==> config.mk <==
export PLATFORM = sky130hd
export DESIGN_NAME = pc_redirect_unit
export DESIGN_NICKNAME = d
export VERILOG_FILES = /design/src/rtl/cpu_pkg.sv /design/src/rtl/sat_counter.sv /design/src/rtl/pc_redirect_unit.sv
export SDC_FILE = /design/constraint.sdc
export NUM_CORES = 1
export LEC_CHECK = 0
export ABC_AREA = 1
export BUFFER_PORTS_ARGS = -buffer_cell sky130_fd_sc_hd__buf_2
export CORE_UTILIZATION = 45
export CTS_BUF_LIST = sky130_fd_sc_hd__clkbuf_16
export CTS_CLUSTER_SIZE = 16
export DETAILED_ROUTE_END_ITERATION = 7
export GPL_TIMING_DRIVEN = 1
export PLACE_DENSITY = 0.84
export SLEW_MARGIN = 20
export SYNTH_ARGS = -nofsm -noshare
export SYNTH_HDL_FRONTEND = slang
export SYNTH_HIERARCHICAL = 1
export SYNTH_SLANG_ARGS = --single-unit
==> constraint.sdc <==
create_clock -name clk -period 5.2 [get_ports clk]
set_clock_uncertainty 0.05 [all_clocks]
set_input_delay 0.26 -clock clk [delete_from_list [all_inputs] [get_ports clk]]
set_output_delay 0.26 -clock clk [all_outputs]
set_load 0.02 [all_outputs]
==> src/rtl/cpu_pkg.sv <==
// Shared CPU definitions: datapath width, default reset vector and the
// fetch-control state encoding used by the PC redirect logic.
package cpu_pkg;

  localparam int unsigned XLEN = 32;

  localparam logic [XLEN-1:0] DEFAULT_RESET_PC = 32'h0000_0000;

  typedef enum logic [1:0] {
    RUN    = 2'd0,
    SHADOW = 2'd1,
    HALTED = 2'd2
  } fetch_state_e;

  // Force an address onto a 4-byte instruction boundary.
  function automatic logic [XLEN-1:0] align_word(input logic [XLEN-1:0] addr);
    return {addr[XLEN-1:2], 2'b00};
  endfunction

endpackage

==> src/rtl/sat_counter.sv <==
// Up-counter that sticks at all-ones instead of wrapping.
module sat_counter #(
  parameter int unsigned W = 16
) (
  input  logic         clk,
  input  logic         rst,
  input  logic         inc,
  output logic [W-1:0] count
);

  // Count increments, holding once every bit is set.
  always_ff @(posedge clk or posedge rst) begin
    if (rst) begin
      count <= '0;
    end else if (inc && (count != '1)) begin
      count <= count + W'(1);
    end
  end

endmodule

==> src/rtl/pc_redirect_unit.sv <==
// Fetch PC register with branch/jump redirect, one-cycle post-redirect
// shadow, terminal halt, pipeline flush generation and redirect statistics.
module pc_redirect_unit
  import cpu_pkg::*;
#(
  parameter logic [XLEN-1:0] RESET_PC = DEFAULT_RESET_PC,
  parameter int unsigned     CNT_W    = 16
) (
  input  logic             clk,
  input  logic             rst,
  input  logic             stall,
  input  logic             branch_taken,
  input  logic             jump,
  input  logic [XLEN-1:0]  target,
  input  logic             halt,
  output logic [XLEN-1:0]  pc,
  output logic [XLEN-1:0]  pc_plus4,
  output logic             flush_ifid,
  output logic             flush_idex,
  output logic             flush_exmem,
  output logic             fetch_en,
  output logic             misalign_err,
  output logic [CNT_W-1:0] redirect_cnt
);

  fetch_state_e    state;
  fetch_state_e    state_next;
  logic [XLEN-1:0] pc_next;
  logic            req;
  logic            accept;
  logic            flush;

  assign req      = branch_taken | jump;
  assign pc_plus4 = pc + XLEN'(4);

  // State and PC register; reset pins fetch to the reset vector in RUN.
  always_ff @(posedge clk or posedge rst) begin
    if (rst) begin
      state <= RUN;
      pc    <= RESET_PC;
    end else begin
      state <= state_next;
      pc    <= pc_next;
    end
  end

  // Next state / next PC: halt beats redirect, redirect beats stall.
  always_comb begin
    state_next = state;
    pc_next    = pc;
    accept     = 1'b0;
    unique case (state)
      RUN: begin
        if (halt) begin
          state_next = HALTED;
        end else if (req) begin
          accept     = 1'b1;
          pc_next    = align_word(target);
          state_next = SHADOW;
        end else if (!stall) begin
          pc_next = pc_plus4;
        end
      end
      SHADOW: begin
        if (halt) begin
          state_next = HALTED;
        end else begin
          state_next = RUN;
          if (!stall) begin
            pc_next = pc_plus4;
          end
        end
      end
      HALTED: begin
        state_next = HALTED;
      end
      default: begin
        state_next = RUN;
      end
    endcase
  end

  // Flushes and fetch enable are masked by reset so nothing leaks out of
  // an abandoned SHADOW or HALTED state.
  always_comb begin
    flush    = accept & ~rst;
    fetch_en = ~rst & (state != HALTED);
  end

  assign flush_ifid  = flush;
  assign flush_idex  = flush;
  assign flush_exmem = flush;

  // Sticky misaligned-target flag, cleared only by reset.
  always_ff @(posedge clk or posedge rst) begin
    if (rst) begin
      misalign_err <= 1'b0;
    end else if (accept && (target[1:0] != 2'b00)) begin
      misalign_err <= 1'b1;
    end
  end

  sat_counter #(
    .W(CNT_W)
  ) u_redirect_cnt (
    .clk  (clk),
    .rst  (rst),
    .inc  (accept),
    .count(redirect_cnt)
  );

endmodule

# [After elaboration in Yosys (flattened, before gate mapping)]
# Index checks and enable logic that the tools add are counted.
[word_totals] reg_bits=51 inputBits=38 out_inout_bits=85
[classes] addsub=2 eq_ne=7 mux=12 n_bitwise=4 reduce_logical=6
[ops] operator="32-bit two-way mux" count=4
[ops] operator="32-bit case mux with 2 select lines" count=1
[ops] operator="32-bit by 3-bit adder with 32-bit output (second input constant)" count=1
[ops] operator="16-bit by 1-bit adder with 16-bit output (second input constant)" count=1
[ops] operator="16-bit inequality test (second input constant)" count=1
[ops] operator="2-bit two-way mux" count=3
[ops] operator="2-bit inequality test (second input constant)" count=3
[ops] operator="2-bit case mux with 3 select lines" count=1
[ops] operator="2-bit nonzero test" count=2
[ops] operator="1-bit two-way mux" count=3
[ops] operator="3-bit inequality test (second input constant)" count=1
[ops] operator="3-bit AND reduction" count=1
[ops] operator="1-bit AND" count=2
[ops] operator="2-bit by 1-bit equality test with 1-bit output (second input constant)" count=1
[ops] operator="2-bit equality test (second input constant)" count=1
[ops] operator="1-bit logical AND" count=2
[ops] operator="2-bit zero test" count=1
[ops] operator="1-bit inverter" count=1
[ops] operator="1-bit bitwise OR" count=1

# [Depth between registers and ports, before layout]
[logic_depth] word_depth=5 ltp_mapped=13 depth_no_buf=11

# [Modules after synthesis]
# The synthesis kept the hierarchy.
[modules_own_cells] module="pc_redirect_unit" instances=1 cells_per_inst=447 area_each_um2=2703.8 seq_area_each_um2=825.8
[modules_own_cells] module="sat_counter" instances=1 cells_per_inst=150 area_each_um2=1069.8 seq_area_each_um2=400.4

# [Least setup slack after synthesis]
# Ideal clock, no wire load.
[synth_timing] kind="reg-to-reg" startpoint="register state[1]" endpoint="register u_redirect_cnt.count[13]" setup_ns=0.113 arrival_time_ns=1.803 t_required_ns=5.037 slack_ns=3.234 path_stages_with_launch=13 path_cell_list="dfrtp_1 -> nor2_1 -> inv_1 -> buf_2 -> buf_1 -> nor3_1 -> inv_1 -> nor2_1 -> nand2_1 -> nor2_1 -> nand3_1 -> nand2_1 -> inv_1"
[synth_between] elab_chain_len=3
[synth_rtl] item="start: declaration" line="pc_redirect_unit.sv:26" rtl="fetch_state_e state;"
[synth_rtl] item="start signal: assignment" line="pc_redirect_unit.sv:42" rtl="state <= state_next;"
[synth_rtl] item="2-bit zero test" line="pc_redirect_unit.sv:52" rtl="unique case (state)"
[synth_rtl] item="1-bit two-way mux" line="pc_redirect_unit.sv:52"
[synth_rtl] item="named net accept" line="pc_redirect_unit.sv:30" rtl="logic accept;"
[synth_rtl] item="1-bit logical AND" line="sat_counter.sv:15" rtl="end else if (inc && (count != '1)) begin"
[synth_rtl] item="end signal: assignment" line="sat_counter.sv:16" rtl="count <= count + W'(1);"
[synth_rtl] item="end: declaration" line="sat_counter.sv:8" rtl="output logic [W-1:0] count"
# The timed path passes the listed nets, and every way through them passes these cells.
# A chain may end at the register's enable or synchronous reset.

# [Worst setup path in the final report]
[layout_timing] startpoint="register state[1]" endpoint="register u_redirect_cnt.count[5]"
# Same word-level chain as after synthesis.

==> flow_summary.rst <==
.. list-table::
   :header-rows: 1

   * - Metric
     - Value
   * - Result of the run
     - complete, but fails checks
   * - Violated checks
     - design-rule violations
   * - HPWL after DPL
     - 8240 µm
   * - Number of enable-type register cells in the synthesized netlist
     - 0
   * - Final max-slew violation count
     - 0
   * - DRC marker count from the first detailed-route iteration
     - 340
   * - Final std cells w/o fill
     - 813
   * - CP Capture Type
     - register
   * - H-tree lvl count
     - 2
   * - Cell type of the slowest stage on the worst timing path
     - nor2_4
   * - Number of cells in the design after placement
     - 805
   * - Horizontal extent of the die
     - 93.6 µm
   * - Minimum clock period
     - 2.64 ns
   * - Worst setup path endpoint
     - u_redirect_cnt/count[5]$_DFFE_PP0P_
   * - Normalized max-slew margin
     - 56.1%
   * - Final net count
     - 747
   * - Io pins
     - 123
   * - Library cell occupying the most area in the post-synthesis netlist
     - dfrtp_1
   * - Most frequent cells after synthesis
     - 214 x nand2_1, 59 x nor2_1, 58 x inv_1
   * - Cell Chain, Critical Path
     - nor2_2, buf_4, inv_1, nor3_1, inv_1, nor2_4, nand2_1, o21ai_2
   * - Vias/cell
     - 5.40
   * - TritonCTS clock tree
     - yes
   * - Max Root-Sink Buffers
     - 2
   * - Share of async-settable or async-resettable flops after synthesis
     - 100%
   * - Ratio of cells with drive above 1 in the final layout
     - 23.9%
   * - Portion of the clock cycle consumed by the worst path in the final layout
     - 50.8%
   * - Remaining antenna violation count after routing
     - 0
   * - Final-report setup violation count
     - 0
   * - Crit-path max FO
     - 40
   * - Buffer count from post-CTS setup fixing
     - 0
   * - Average wire per cell in the routed design
     - 13.8 µm
   * - Area of combinational cells with multiple inputs
     - 2210 µm²
   * - Combined flip-flop and latch cell area
     - 1230 µm²
   * - Total number of clock tree sinks
     - 49
   * - Worst Hold Class
     - in -> async
   * - Cells taking the most area after synthesis
     - dfrtp_1 32%, nand2_1 21%, nor2_1 5.9%
   * - Core outline area
     - 8180 µm²
   * - Number of antenna repair diodes
     - 0
   * - Number of max-cap violations
     - 0
   * - Primary flip-flop cell chosen by synthesis mapping
     - dfrtp_1
   * - Measured slew at the worst slew-check pin
     - 0.657 ns
   * - Global route hottest layer
     - met2
   * - Met1 Use GR
     - 34.4%
   * - Pin count of the biggest net entering global routing
     - 41
   * - WP data arrival
     - 2.82 ns
   * - Static leakage
     - 2.29 nW
   * - Via count
     - 4,391
   * - Die Y
     - 93.6 µm
   * - Initial antenna violation count
     - 0
   * - Layout overhead on the synthesized area
     - 21.8%
   * - Global routing usage on met3
     - 5.04%
   * - Worst-skew pair later-pin latency
     - 0.29 ns
   * - Number of distinct standard cells referenced by the synthesized netlist
     - 29
   * - Final Hold Violating Endpoints
     - 0
   * - Post-synthesis sequential area ratio
     - 32.5%
   * - Total Negative Setup Slacks
     - 0 ns
   * - Via count of the first global-routing pass
     - 3,986
   * - Gp weighted congestion
     - 0.951
   * - Worst Reg-to-Reg Cells
     - 8
   * - Capturing point of the worst reg2reg path
     - u_redirect_cnt/count[5]$_DFFE_PP0P_
   * - DR pass1 iterations
     - 7
   * - Cell with the most instances after synthesis
     - nand2_1
   * - Power density normalized to cell area
     - 552 nW/µm²
   * - Resize count post-CTS
     - 0
   * - Starting Density
     - 46.2%
   * - Post-place instance area
     - 4400 µm²
   * - Finished Cell Area
     - 4600 µm²
   * - Global-route wire length before repair
     - 18,100 µm
   * - Total DRC errors in the routed layout
     - 4
   * - Unrepaired setup endpoints after global routing
     - no
   * - Minimum setup slack among reg-to-reg paths
     - 2.56 ns
   * - Max Freq
     - 378 MHz
   * - Crit. Startpoint
     - state[1]$_DFFE_PP0P_
   * - Grt met2 use
     - 41.7%
   * - Area share of the largest cell type after synthesis
     - 32.5%
   * - Gate count after technology mapping
     - 597
   * - Sum of routed wire length over all layers
     - 11,200 µm
   * - Overall Power
     - 0.00254 W
   * - CTS clock-pin slew for the worst setup and hold paths
     - 0.07 ns
   * - Count of state elements after synthesis
     - 49
   * - Startpoint of the lowest-slack register-to-register path
     - state[1]$_DFFE_PP0P_
   * - Avg Synthesized Cell Area
     - 6.32 µm²
   * - Cts-stage hold buffer count
     - 0
   * - CP Launch Type
     - register
   * - Number of warnings printed during yosys synthesis
     - 6
   * - Overflow left after global routing
     - 0
   * - Fill cell count
     - 792
   * - Peak per-stage delay on the critical path
     - 0.43 ns
   * - CTS Root Buffer Type
     - clkbuf_16
   * - Die Area
     - 8760 µm²
   * - Maximum resistive drop on vdd
     - 611 µV
   * - Inserted Clock Buffers
     - 5
   * - Worst EP required
     - 5.38 ns
   * - Dominant cell type by count on the critical path
     - inv_1
   * - Post-synth design cell area
     - 3770 µm²
   * - Worst Path Class, Setup
     - reg -> reg
   * - GRT Util Overall
     - 26.1%
   * - Number of port buffers
     - 118
   * - Row cnt
     - 33
metrics by stage:
| step | utilization (%) | setup slack [ns] | hold WS (ns) |
|---|---|---|---|
| floorplan | - | 3.23 | 0.124 |
| global placement | 53.8 | 2.80 | 0.345 |
| detailed placement | 53.8 | 2.61 | 0.351 |
| CTS | 56.2 | 2.60 | 0.0331 |
| global route | 56.2 | 2.29 | 0.0798 |
| finish | 56.2 | 2.56 | 0.0126 |
sequential cells by signal, indices dropped and copies added (netlist names):
register / count
state: 2
u_redirect_cnt/count: 16
pc: 30
misalign_err: 1
final cells by class:
cell class / instances / share of cell area [%]
Clock buffer: 5 / 2.72
Clock inverter: 3 / 1.50
Inverter: 61 / 4.98
Multi-Input combinational cell: 470 / 48.1
Timing Repair Buffer: 120 / 13.2
Sequential cell: 49 / 26.7
Tap cell: 105 / 2.86
metal layers:
metal	vias to the layer above	wire length, µm
met5	-	0
met4	0	304
met3	31	1010
met2	213	5100
met1	2021	4810
li1	2126	-
worst max-delay path, delay by kind of cell, from the launching register on:
kind | cells | cell delay (ns)
flops | 1 | 0.40
compound gates | 1 | 0.08
buf+inv | 3 | 0.93
simple gates | 4 | 1.08
cell usage in the layout (no fill, tap or decap), types with 6 or more instances in the layout:
master,count
dfrtp_1,49
o21ai_0,33
nor2_2,14
o21ai_1,17
xor2_1,10
o21ai_2,6
buf_2,118
nand3_1,41
nand4_1,8
nor2_1,58
nand2_2,10
a21oi_1,25
inv_1,58
nor2_4,7
nand2_1,214
logic make-up after synthesis:
group	synth area share (%)
buffers and inverters	9.32
other	0.0994
adder cells (fa/ha/maj)	0.663
XOR/XNOR	2.79
AO/OA/AOI/OAI	13.4
AND/OR/NAND/NOR	41.2
flip-flops	32.5
how the worst min path moves through the flow:
stage                     cells past startpoint  slack (ns)  from                             endpoint
final                                         2        0.01   rst  u_redirect_cnt/count[5]$_DFFE_PP0P_
after global routing                          3        0.08   rst             misalign_err$_DFFE_PP0P_
after CTS                                     2        0.03   rst  u_redirect_cnt/count[2]$_DFFE_PP0P_
after detailed placement                      2        0.35   rst  u_redirect_cnt/count[2]$_DFFE_PP0P_
after global placement                        2        0.35   rst  u_redirect_cnt/count[2]$_DFFE_PP0P_
after floorplan                               1        0.12   rst  u_redirect_cnt/count[0]$_DFFE_PP0P_
power by group:
group          switching (W)  internal, W
clock               0.000155     0.000278
sequential          0.000232     0.000530
combinational       0.000926     0.000418
Power figures use the tool's default switching activity.
